<file path="config.mk">
export PLATFORM = sky130hd
export DESIGN_NAME = sdram_req_arbiter_flat
export DESIGN_NICKNAME = d
export VERILOG_FILES = /design/src/rtl/sdram_arb_pkg.sv /design/src/rtl/sdram_req_arbiter_if.sv /design/src/rtl/rr_priority_pick.sv /design/src/rtl/sdram_req_arbiter.sv /design/src/flat_wrapper.sv
export SDC_FILE = /design/constraint.sdc
export NUM_CORES = 1
export LEC_CHECK = 0
export CORE_UTILIZATION = 49
export CTS_BUF_LIST = sky130_fd_sc_hd__clkbuf_16
export DETAILED_ROUTE_END_ITERATION = 8
export PLACE_DENSITY = 0.88
export SYNTH_ARGS = -nofsm -noshare
export SYNTH_HDL_FRONTEND = slang
export SYNTH_SLANG_ARGS = --single-unit
export TNS_END_PERCENT = 50
</file>
<file path="constraint.sdc">
create_clock -name clk -period 1.5 [get_ports clk]
set_input_delay 0.3 -clock clk [delete_from_list [all_inputs] [get_ports clk]]
set_output_delay 0.3 -clock clk [all_outputs]
set_load 0.02 [all_outputs]
</file>
<file path="src/rtl/sdram_arb_pkg.sv">
// sdram_arb_pkg: shared state encoding and width helpers for the SDRAM request arbiter
package sdram_arb_pkg;
   typedef enum logic [1:0] {IDLE, ISSUE, WAIT, REFRESH} state_t;
   function automatic int idx_w(input int n);
      return (n > 1) ? $clog2(n) : 1;
   endfunction
   localparam int NUM_REQ_DEF = 4;
   localparam int TIMEOUT_DEF = 16;
   localparam int REFRESH_INTERVAL_DEF = 64;
   localparam int REFRESH_CYCLES_DEF = 4;
   localparam int OWNER_W = idx_w(NUM_REQ_DEF);
   localparam int TIMER_W = idx_w(TIMEOUT_DEF);
   localparam int RCNT_W = idx_w(REFRESH_INTERVAL_DEF);
endpackage

</file>
<file path="src/rtl/sdram_req_arbiter_if.sv">
// sdram_req_arbiter_if: client request bundle plus sdram_controller command/completion lines
interface sdram_req_arbiter_if #(
   parameter int NUM_REQ = 4
);
   logic [NUM_REQ-1:0] req;
   logic [NUM_REQ-1:0] req_we;
   logic [NUM_REQ-1:0] grant;
   logic [NUM_REQ-1:0] done;
   logic err;
   logic ctrl_read_req;
   logic ctrl_write_req;
   logic ctrl_refresh_req;
   logic ctrl_data_valid;
   logic refresh_overrun;
   modport master (
      output req, req_we, ctrl_data_valid,
      input grant, done, err, ctrl_read_req, ctrl_write_req, ctrl_refresh_req, refresh_overrun
   );
   modport slave (
      input req, req_we, ctrl_data_valid,
      output grant, done, err, ctrl_read_req, ctrl_write_req, ctrl_refresh_req, refresh_overrun
   );
endinterface

</file>
<file path="src/rtl/rr_priority_pick.sv">
// rr_priority_pick: first set request at or after ptr, wrapping modulo N
module rr_priority_pick
   import sdram_arb_pkg::*;
#(
   parameter int N = 4
) (
   input  logic [N-1:0]          req,
   input  logic [idx_w(N)-1:0]   ptr,
   output logic                  valid,
   output logic [idx_w(N)-1:0]   winner
);
   localparam int W = idx_w(N);
   logic [W-1:0] idx;
   // scan from the farthest offset down so the nearest-to-ptr request wins
   always_comb begin
      winner = '0;
      idx = '0;
      for (int i = N - 1; i >= 0; i--) begin
         idx = W'((int'(ptr) + i) % N);
         if (req[idx]) winner = idx;
      end
   end
   assign valid = |req;
endmodule

</file>
<file path="src/rtl/sdram_req_arbiter.sv">
// sdram_req_arbiter: round-robin sharing of one sdram_controller with refresh priority
module sdram_req_arbiter
   import sdram_arb_pkg::*;
#(
   parameter int NUM_REQ = 4,
   parameter int TIMEOUT = 16,
   parameter int REFRESH_INTERVAL = 64,
   parameter int REFRESH_CYCLES = 4
) (
   input logic clk,
   input logic reset,
   sdram_req_arbiter_if.slave bus
);
   localparam int OW = idx_w(NUM_REQ);
   localparam int TW = idx_w(TIMEOUT > REFRESH_CYCLES ? TIMEOUT : REFRESH_CYCLES);
   localparam int RW = idx_w(REFRESH_INTERVAL);
   state_t state, nxt;
   logic [OW-1:0] owner, ptr, pick;
   logic [TW-1:0] timer;
   logic [RW-1:0] rcnt;
   logic [NUM_REQ-1:0] own_oh, done_q;
   logic we, pick_valid, pending, overrun, err_q, tmo, wrap, wait_end, rfr_end;

   rr_priority_pick #(.N(NUM_REQ)) u_pick (
      .req(bus.req),
      .ptr(ptr),
      .valid(pick_valid),
      .winner(pick)
   );

   assign own_oh = NUM_REQ'(1) << owner;
   assign tmo = timer == TW'(TIMEOUT - 1);
   assign rfr_end = timer == TW'(REFRESH_CYCLES - 1);
   assign wrap = rcnt == RW'(REFRESH_INTERVAL - 1);
   assign wait_end = state == WAIT && (bus.ctrl_data_valid || tmo);

   always_ff @(posedge clk) state <= reset ? IDLE : nxt;

   always_comb begin
      nxt = state;
      case (state)
         IDLE:    nxt = pending ? REFRESH : (pick_valid ? ISSUE : IDLE);
         ISSUE:   nxt = WAIT;
         WAIT:    nxt = wait_end ? IDLE : WAIT;
         REFRESH: nxt = rfr_end ? IDLE : REFRESH;
         default: nxt = IDLE;
      endcase
   end

   // timer is shared: WAIT age for timeout, REFRESH dwell count
   always_ff @(posedge clk) begin
      if (reset) begin
         owner <= '0;
         we <= 1'b0;
         ptr <= '0;
         timer <= '0;
         rcnt <= '0;
         pending <= 1'b0;
         overrun <= 1'b0;
         done_q <= '0;
         err_q <= 1'b0;
      end else begin
         rcnt <= wrap ? '0 : rcnt + 1'b1;
         pending <= wrap | (pending & (state != IDLE));
         overrun <= overrun | (wrap & pending);
         timer <= (state == WAIT || state == REFRESH) ? timer + 1'b1 : '0;
         if (state == IDLE && !pending && pick_valid) begin
            owner <= pick;
            we <= bus.req_we[pick];
         end
         if (wait_end) ptr <= (owner == OW'(NUM_REQ - 1)) ? '0 : owner + 1'b1;
         done_q <= wait_end ? own_oh : '0;
         err_q <= wait_end & !bus.ctrl_data_valid;
      end
   end

   always_comb begin
      bus.grant = (state == ISSUE || state == WAIT) ? own_oh : '0;
      bus.ctrl_write_req = state == ISSUE && we;
      bus.ctrl_read_req = state == ISSUE && !we;
      bus.ctrl_refresh_req = state == REFRESH && timer == '0;
      bus.done = done_q;
      bus.err = err_q;
      bus.refresh_overrun = overrun;
   end
endmodule

</file>
<file path="src/flat_wrapper.sv">
// flat-port wrapper written by rule: the top's interface ports become plain ports
module sdram_req_arbiter_flat import sdram_arb_pkg::*;
#(
   parameter int NUM_REQ = 4,
   parameter int TIMEOUT = 16,
   parameter int REFRESH_INTERVAL = 64,
   parameter int REFRESH_CYCLES = 4
)
  (clk, reset, bus_req, bus_req_we, bus_ctrl_data_valid, bus_grant, bus_done, bus_err, bus_ctrl_read_req, bus_ctrl_write_req, bus_ctrl_refresh_req, bus_refresh_overrun);
  sdram_req_arbiter_if #(.NUM_REQ(NUM_REQ)) bus_i ();
  input logic clk;
  input logic reset;
  input wire logic [$bits(bus_i.req)-1:0] bus_req;
  input wire logic [$bits(bus_i.req_we)-1:0] bus_req_we;
  input wire logic [$bits(bus_i.ctrl_data_valid)-1:0] bus_ctrl_data_valid;
  output wire logic [$bits(bus_i.grant)-1:0] bus_grant;
  output wire logic [$bits(bus_i.done)-1:0] bus_done;
  output wire logic [$bits(bus_i.err)-1:0] bus_err;
  output wire logic [$bits(bus_i.ctrl_read_req)-1:0] bus_ctrl_read_req;
  output wire logic [$bits(bus_i.ctrl_write_req)-1:0] bus_ctrl_write_req;
  output wire logic [$bits(bus_i.ctrl_refresh_req)-1:0] bus_ctrl_refresh_req;
  output wire logic [$bits(bus_i.refresh_overrun)-1:0] bus_refresh_overrun;
  assign bus_i.req = bus_req;
  assign bus_i.req_we = bus_req_we;
  assign bus_i.ctrl_data_valid = bus_ctrl_data_valid;
  assign bus_grant = bus_i.grant;
  assign bus_done = bus_i.done;
  assign bus_err = bus_i.err;
  assign bus_ctrl_read_req = bus_i.ctrl_read_req;
  assign bus_ctrl_write_req = bus_i.ctrl_write_req;
  assign bus_ctrl_refresh_req = bus_i.ctrl_refresh_req;
  assign bus_refresh_overrun = bus_i.refresh_overrun;
  sdram_req_arbiter #(.NUM_REQ(NUM_REQ), .TIMEOUT(TIMEOUT), .REFRESH_INTERVAL(REFRESH_INTERVAL), .REFRESH_CYCLES(REFRESH_CYCLES)) u_core (.clk(clk), .reset(reset), .bus(bus_i));
endmodule
</file>
# Word level (Yosys, flattened, before mapping)
# Cells that the tools add are included.
# word_totals
register_bits,24
wordCells,76
# op_classes
addsub,6
n_lt_le_gt_ge,5
n_eq_ne,7
shift,1
muxes,21
bitwise,7
reduce_logical,19
# ops
op,count
$mux 2,8
$lt 2x3->1 const B,5
$bmux 1 s2,5
$pmux 2 s4,1
$add 6x1->6 const B,1
$eq 2x2->1 const B,3
$eq 6x6->1 const B,1
$logic_and 1x1->1,6
$mux 1,6
$reduce_or 2->1,3
$add 2x1->2 const B,2
$add 2x2->2 const B,2
$add 4x1->4 const B,1
$eq 4x2->1 const B,1
$eq 4x4->1 const B,1
$logic_not 4->1,1
$mux 4,1
$reduce_or 4->1,1
$shl 1x2->4 const A,1
$and 1x1->1,3
$logic_not 1->1,3
$logic_or 1x1->1,3
$eq 2x1->1 const B,1
$logic_not 2->1,1
3 further kinds,5

# Depth between registers and ports, before layout
# Gate-level depths: netlist (run 1).
# logic_depth
depth_word,9
mapped_depth,7
depth_no_buf,7

# By module
# A second synthesis (run 1) with hierarchy kept.
# hier_totals
cells_unflattened,124
area_unflattened_um2,1184.9
# modules_own_cells
module,n_inst,cells_each,area_each_um2,seq_area_each_um2
sdram_req_arbiter,1,111,1107.3,480.5
rr_priority_pick,1,13,77.6,0.0

# Worst setup path before layout (run 1)
# OpenSTA, ideal clock, no wires.
# synth_timing
path_type,flip-flop to flip-flop
start,reg u_core.timer[0]
end,reg u_core.ptr[1]
arrival_time_ns,1.165
setup_slack_ns,0.207
path_stages_with_launch,6
path_buffers,0
period_less_slack_ns,1.293
path_cell_list,dfxtp_1 ha_1 and3_1 o21ai_2 mux2i_1 nor2_1
# synth_between
elab_chain_len,3
# synth_rtl
element,line,source
from (decl),sdram_req_arbiter.sv:19,logic [TW-1:0] timer;
from (signal assigned),sdram_req_arbiter.sv:66,timer <= (state == WAIT || state == REFRESH) ? timer + 1'b1 : '0;
$eq 4x4->1,sdram_req_arbiter.sv:32,assign tmo = timer == TW'(TIMEOUT - 1);
$logic_or 1x1->1,sdram_req_arbiter.sv:35,assign wait_end = state == WAIT && (bus.ctrl_data_valid || tmo);
$logic_and 1x1->1,sdram_req_arbiter.sv:35,
to (signal assigned),sdram_req_arbiter.sv:71,if (wait_end) ptr <= (owner == OW'(NUM_REQ - 1)) ? '0 : owner + 1'b1;
to (decl),sdram_req_arbiter.sv:18,"logic [OW-1:0] owner, ptr, pick;"
# No other way between the ends.
# A chain may end at the register's enable or synchronous reset.

# Worst setup path in the final report (run 1)
# layout_timing
start,in bus_req[0]
end,reg u_core.owner[1]
# layout_between
elab_chain_len,6
word_cells_on_any_way,14
# layout_rtl
element,line,source
from (decl),flat_wrapper.sv:13,input wire logic [$bits(bus_i.req)-1:0] bus_req;
$bmux 1 s2,rr_priority_pick.sv:20,if (req[idx]) winner = idx;
$mux 1 (not written as such),rr_priority_pick.sv:20,
$mux 2 (4 in a row),rr_priority_pick.sv:20,
to (signal assigned),sdram_req_arbiter.sv:68,owner <= pick;
to (decl),sdram_req_arbiter.sv:18,
# Parallel ways exist; a longest one is shown, timed or not. The select of a mux whose other input is x is not followed.

==> results.toml, run 1 <==
[placement]
gp_congestion = 0.741
portbufs = 23
dpl.hpwl_um = 1920
placed_cell_area_mm2 = 0.00152

[synthesis]
number_of_enable_flip_flop_cells_after_synthesis = 0
synth_adder_area_share = 0.118
postSynthNetCount = 148
synth_compound_area_frac = 0.0860
post_synth_mux_area_share = 0.0516
synth_top_cells_by_area = "sky130_fd_sc_hd__dfxtp_1 41%, sky130_fd_sc_hd__ha_1 12%, sky130_fd_sc_hd__nor2_1 6.8%, sky130_fd_sc_hd__mux2i_1 5.2%, sky130_fd_sc_hd__and2_1 4.8%"
synth-simple-area-share = 0.251
yosys.area_share.xor_xnor = 0.0452
synthesis.area_mm2 = 0.00116
synth.top_cell.area_share = 0.413
yosys_most_used_dff = "sky130_fd_sc_hd__dfxtp_1"
synth_top_family_by_area = "simple AND/OR/NAND/NOR gates"
synth.avg_cell_area_um2 = 9.24
synth_sequential_area_ratio = 0.413
synthDominantAreaCellType = "sky130_fd_sc_hd__dfxtp_1"
ys_async_rst_share = 0
postSynthRegisterBits = 24
number_of_library_cell_types_mapped_by_synthesis = 28
yosysWarningCount = 0
synthCells = 126

[power]
vdd.ir_drop.worst_mv = 0.855
leakage_nw = 0.747
power-per-cell-area_mw_per_mm2 = 1030

[final_layout]
layout.nets = 190
layout.cell_area.non_filler_mm2 = 0.00173
areaGrowthSynthToFinish_pct = 48.8
antenna-diode-count = 0
top_library_cells_by_usage_in_the_layout_fill_and_taps_aside = "20 x sky130_fd_sc_hd__nor2_1, 20 x sky130_fd_sc_hd__dfxtp_1, 15 x sky130_fd_sc_hd__buf_4"
drive_gt1_frac = 0.323

[timing]
timing_worst_slew_pin_value_ns = 0.392
whs_ns = 0.450
final-max-slew-violation-count = 0
rsz0062_at_grt = "yes"
period_needed_ns = 1.52
fmax_achieved_ghz = 0.659
post_route_fraction_of_the_period_consumed_by_the_critical_path = 1.01
finalSetupViolations = 1
fin_ws_ns = -0.0175
fin_skew_ns = 0.00374
timing.final.hold_violations = 0
relSlewSlack = 0.738

[setup_path]
critical_path_class = "in -> reg"
critPathCaptureType = "flop"
critPathMaxFanout = 4
worst_path_dominant_cell_family = "simple AND/OR/NAND/NOR gates"
timing.critical_path.buf_inv = 1
slowest_stage_cell_crit_path = "sky130_fd_sc_hd__clkdlybuf4s50_1"
critical_path_data_arrival_time_ns = 1.66
worst_ep_required_time_ns = 1.64
worst_path_largest_cell_delay_ns = 0.49
start_kind = "input port"
critical_path.cell_chain = "clkdlybuf4s50_1, nor4_2, nand2b_4, mux2i_1, nor2_1"

[cts]
clock_tree_sinks = 24
clock_tree.root_cell = "sky130_fd_sc_hd__clkbuf_16"
cts_tree = "yes"
cts_made_buffers = 3
cts.clk_slew.worst_paths_ns = 0.06
ctsLongestPathBuffers = 2
hold_buffers = 0
clock_tree.htree_level_count = 1
worst_skew_pair.late_latency_ns = 0.25

[global_routing]
first_global_vias = 965
grt_overflow_total = 0
grt_usage = 0.234
grt_antenna_before_repair = 0
largest_net_degree_at_the_start_of_global_routing = 14
grt_first_pass_wirelength_um = 4290

[floorplanning]
initial_core_util = 0.521
fp.dieH_um = 50.7
die_area_mm2 = 0.00257
die_span_in_x_um = 50.7
io-pin-count = 24
area_inside_the_core_boundary_mm2 = 0.00223
rows = 17

[hold_path]
hold_path.class = "reg -> reg"

[outcome]
outcome = "finished, violations left"
failed_checks = "setup timing"

[routing]
drt_pass1_iterations = 4
routed-via-count = 1006
antenna_violating_nets_post_route = 0
routedWlPerCell_um = 14.7
via_per_inst = 5.16
drt-total-wl_um = 2870
remaining_drc_errors = 0
initialDrtViolationCount = 17

[run]
cap_violations = 0
Yosys cell counts, types with 3 or more instances:
cell type                   n
sky130_fd_sc_hd__nand2_1    4
sky130_fd_sc_hd__and3_1     3
sky130_fd_sc_hd__xnor2_1    3
sky130_fd_sc_hd__mux2i_1    6
sky130_fd_sc_hd__and2_1     9
sky130_fd_sc_hd__xor2_1     3
sky130_fd_sc_hd__nor2_1    21
sky130_fd_sc_hd__nand3_1    4
sky130_fd_sc_hd__nand2b_1   3
sky130_fd_sc_hd__dfxtp_1   24
sky130_fd_sc_hd__inv_1      9
sky130_fd_sc_hd__ha_1      11
sky130_fd_sc_hd__a21oi_1    6
cells by family (layout without fill, tap and decap cells):
kind of cell,after synthesis,count (layout)
compound gates,13,13
xor+xnor,6,6
fa+ha+maj,11,11
buf+inv,11,52
flops,24,24
mux,6,6
simple gates,55,55
power breakdown:
group,leakage [nW],switching (mW),internal (mW)
clock network,0.0385,0.215,0.356
registers,0.196,0.0313,0.678
logic,0.512,0.246,0.252
registers in the layout (all words and copies together) (netlist names):
signal / flops
u_core.rcnt: 6
u_core.bus.done: 4
u_core.timer: 4
u_core.owner: 2
u_core.ptr: 2
u_core.state: 2
u_core.bus.err: 1
u_core.bus.refresh_overrun: 1
u_core.pending: 1
u_core.we: 1
path summary, 6_finish.rpt:
check                                     start                  to  slack, ns  cells past startpoint
worst min-delay path             u_core.rcnt[0]      u_core.rcnt[0]       0.45                      1
worst max register to register  u_core.timer[0]  u_core.bus.done[3]       0.03                      6
worst min register to register   u_core.rcnt[0]      u_core.rcnt[0]       0.45                      1
worst max-delay path                 bus_req[0]     u_core.owner[1]      -0.02                      5
cell type report:
cell class,instances,area [um^2]
multi-input combinational,91,744
clock inverter,1,3.75
clock buffer,3,75.1
tap,28,35.0
sequential,24,485
inverter,10,37.5
timing repair buffer,38,350
fill,135,502
layer usage:
metal,wire [um],vias to the layer above,track usage
li1,-,497,-
met4,25,0,0.0880
met1,1130,493,0.237
met5,0,-,0
met2,1660,14,0.453
met3,57,2,0.0545
worst register-to-register path, stage by stage, from the launching register on:
cell and delay, ns:
sky130_fd_sc_hd__dfxtp_1 0.31, sky130_fd_sc_hd__buf_4 0.14, sky130_fd_sc_hd__ha_2 0.18, sky130_fd_sc_hd__and3_4 0.20, sky130_fd_sc_hd__o21ai_4 0.25, sky130_fd_sc_hd__nor2_2 0.09
sky130_fd_sc_hd__and2_1 0.19
stage by stage:
stage | TNS (ns) | cells | total power, mW | util | setup slack, ns
4_1_cts | -0.0619 | 193 | 1.71 | 0.728 | -0.0216
3_3_place_gp | -1.71 | 189 | 1.09 | 0.682 | -0.213
2_1_floorplan | 0 | 126 | 0.934 | - | 0.207
3_5_place_dp | -2.19 | 189 | 1.11 | 0.682 | -0.279
5_1_grt | -0.260 | 195 | 1.86 | 0.775 | -0.0436
6_report | -0.0175 | 195 | 1.78 | 0.775 | -0.0175
what timing repair did:
item | in CTS | in global routing
setup endpoints to repair | 14 | 19
setup buffers | 0 | 2
gates resized for setup | 42 | 27
pin swaps | 0 | 3
No activity file was read; power rests on OpenSTA's default activity.
==> run 2: changes to the inputs <==
RECOVER_POWER = 50   (was unset)
==> results.toml, run 2 (synthesis results as in run 1) <==
[outcome]
outcome = "finished, violations left"
failed_checks = "setup timing"

[timing]
finalSetupViolations = 1
rsz0062_at_grt = "yes"
timing_worst_slew_pin_value_ns = 0.395
final-max-slew-violation-count = 0
fin_skew_ns = 0.00376
fmax_achieved_ghz = 0.659
period_needed_ns = 1.52
post_route_fraction_of_the_period_consumed_by_the_critical_path = 1.01
timing.final.hold_violations = 0
fin_setup_tns_ns = -0.0175
relSlewSlack = 0.736
fin_ws_ns = -0.0175

[power]
leakage_nw = 0.723
vdd.ir_drop.worst_mv = 0.854
report.power.total_mw = 1.78
power-per-cell-area_mw_per_mm2 = 1030

[routing]
routed-via-count = 1005
drt_pass1_iterations = 4
via_per_inst = 5.15
initialDrtViolationCount = 17
antenna_violating_nets_post_route = 0
drt-total-wl_um = 2870
remaining_drc_errors = 0
routedWlPerCell_um = 14.7

[final_layout]
num-fill-cells = 139
areaGrowthSynthToFinish_pct = 47.7
largest_register_ffs = 6
drive_gt1_frac = 0.317
top_library_cells_by_usage_in_the_layout_fill_and_taps_aside = "20 x sky130_fd_sc_hd__nor2_1, 20 x sky130_fd_sc_hd__dfxtp_1, 14 x sky130_fd_sc_hd__buf_4"
antenna-diode-count = 0
top_register = "u_core.rcnt"
stdcell_count = 195
layout.nets = 190

[cts]
cts.clk_slew.worst_paths_ns = 0.06
worst_skew_pair.late_latency_ns = 0.25
ctsLongestPathBuffers = 2
clock_tree.htree_level_count = 1
cts_tree = "yes"
cts_made_buffers = 3
clock_tree.root_cell = "sky130_fd_sc_hd__clkbuf_16"
clock_tree_sinks = 24

[placement]
placed_cells = 189
preCtsSetupSlack_ns = -0.279
portbufs = 23
gp_congestion = 0.741
dpl.hpwl_um = 1920

[global_routing]
grt_antenna_before_repair = 0
grt_usage = 0.234
first_global_vias = 965
grt_overflow_total = 0
grt_first_pass_wirelength_um = 4290
largest_net_degree_at_the_start_of_global_routing = 14

[floorplanning]
io-pin-count = 24
area_inside_the_core_boundary_mm2 = 0.00223
die_area_mm2 = 0.00257
initial_core_util = 0.521
rows = 17
die_span_in_x_um = 50.7
fp.dieH_um = 50.7

[setup_path]
slowest_stage_cell_crit_path = "sky130_fd_sc_hd__clkdlybuf4s50_1"
critical_path_class = "in -> reg"
worst_path_largest_cell_delay_ns = 0.49
critPathMaxFanout = 4
critical_path.cell_chain = "clkdlybuf4s50_1, nor4_2, nand2b_4, mux2i_1, nor2_1"
critical_path_data_arrival_time_ns = 1.66
worst_ep_required_time_ns = 1.64
start_kind = "input port"
critPathCaptureType = "flop"
reg2reg_setup_slack_ns = 0.03
ff2ff_path_depth = 6

[run]
cap_violations = 0

[hold_path]
hold_path.class = "reg -> reg"
min_delay_path_depth = 1
run 2: cell count changes in the layout (fill, tap and decap cells not counted), sizes merged:
cell           change
clkbuf             +2
buf                -1
clkdlybuf4s50      -1
dlygate4sd3        +1
dlymetal6s2s       -1
run 2: cell type report:
type	instances	area, um^2	area share
well taps	28	35.0	0.0204
inverters	10	37.5	0.0218
multi-input cells	91	744	0.433
clock buffers	3	75.1	0.0437
clock inverters	1	3.75	0.00218
repair buffers	38	338	0.197
flip-flops and latches	24	485	0.282
run 2: per-layer routing:
| layer | up-vias | track usage | routed length (um) | share of wire |
|---|---|---|---|---|
| li1 | 497 | - | - | - |
| met1 | 494 | 0.237 | 1140 | 0.40 |
| met2 | 12 | 0.453 | 1660 | 0.58 |
| met3 | 2 | 0.0545 | 49 | 0.017 |
| met4 | 0 | 0.0880 | 25 | 0.0087 |
| met5 | - | 0 | 0 | 0 |
run 2: power by group:
group	internal, mW	total (mW)	switching (mW)	leakage [nW]
sequential	0.678	0.709	0.0314	0.196
clock	0.356	0.571	0.215	0.0385
combinational	0.250	0.496	0.246	0.488
run 2: what timing repair did:
item,in CTS,in global routing
hold buffers,0,0
pin swaps,0,3
buffers inserted,0,2
gates resized for setup,42,27
endpoints found under the setup margin,14,19
gates cloned,0,0
run 2: critical path: cells and delay by family:
kind,cells,cell delay (ns)
buf+inv,1,0.49
mux,1,0.23
simple gates,3,0.64
run 2: per-stage QoR:
| step | util | hold WS [ns] | instance area (um^2) |
|---|---|---|---|
| 2_1_floorplan | - | 0.378 | 1160 |
| 3_3_place_gp | 0.682 | 0.430 | 1520 |
| 3_5_place_dp | 0.682 | 0.443 | 1520 |
| 4_1_cts | 0.728 | 0.454 | 1630 |
| 5_1_grt | 0.770 | 0.482 | 1720 |
| 6_report | 0.770 | 0.449 | 1720 |
run 2: worst paths after layout:
kind,startpoint,endpoint
max,bus_req[0],u_core.owner[1]
min,u_core.rcnt[0],u_core.rcnt[0]
max reg2reg,u_core.timer[0],u_core.bus.done[3]
min reg2reg,u_core.rcnt[0],u_core.rcnt[0]
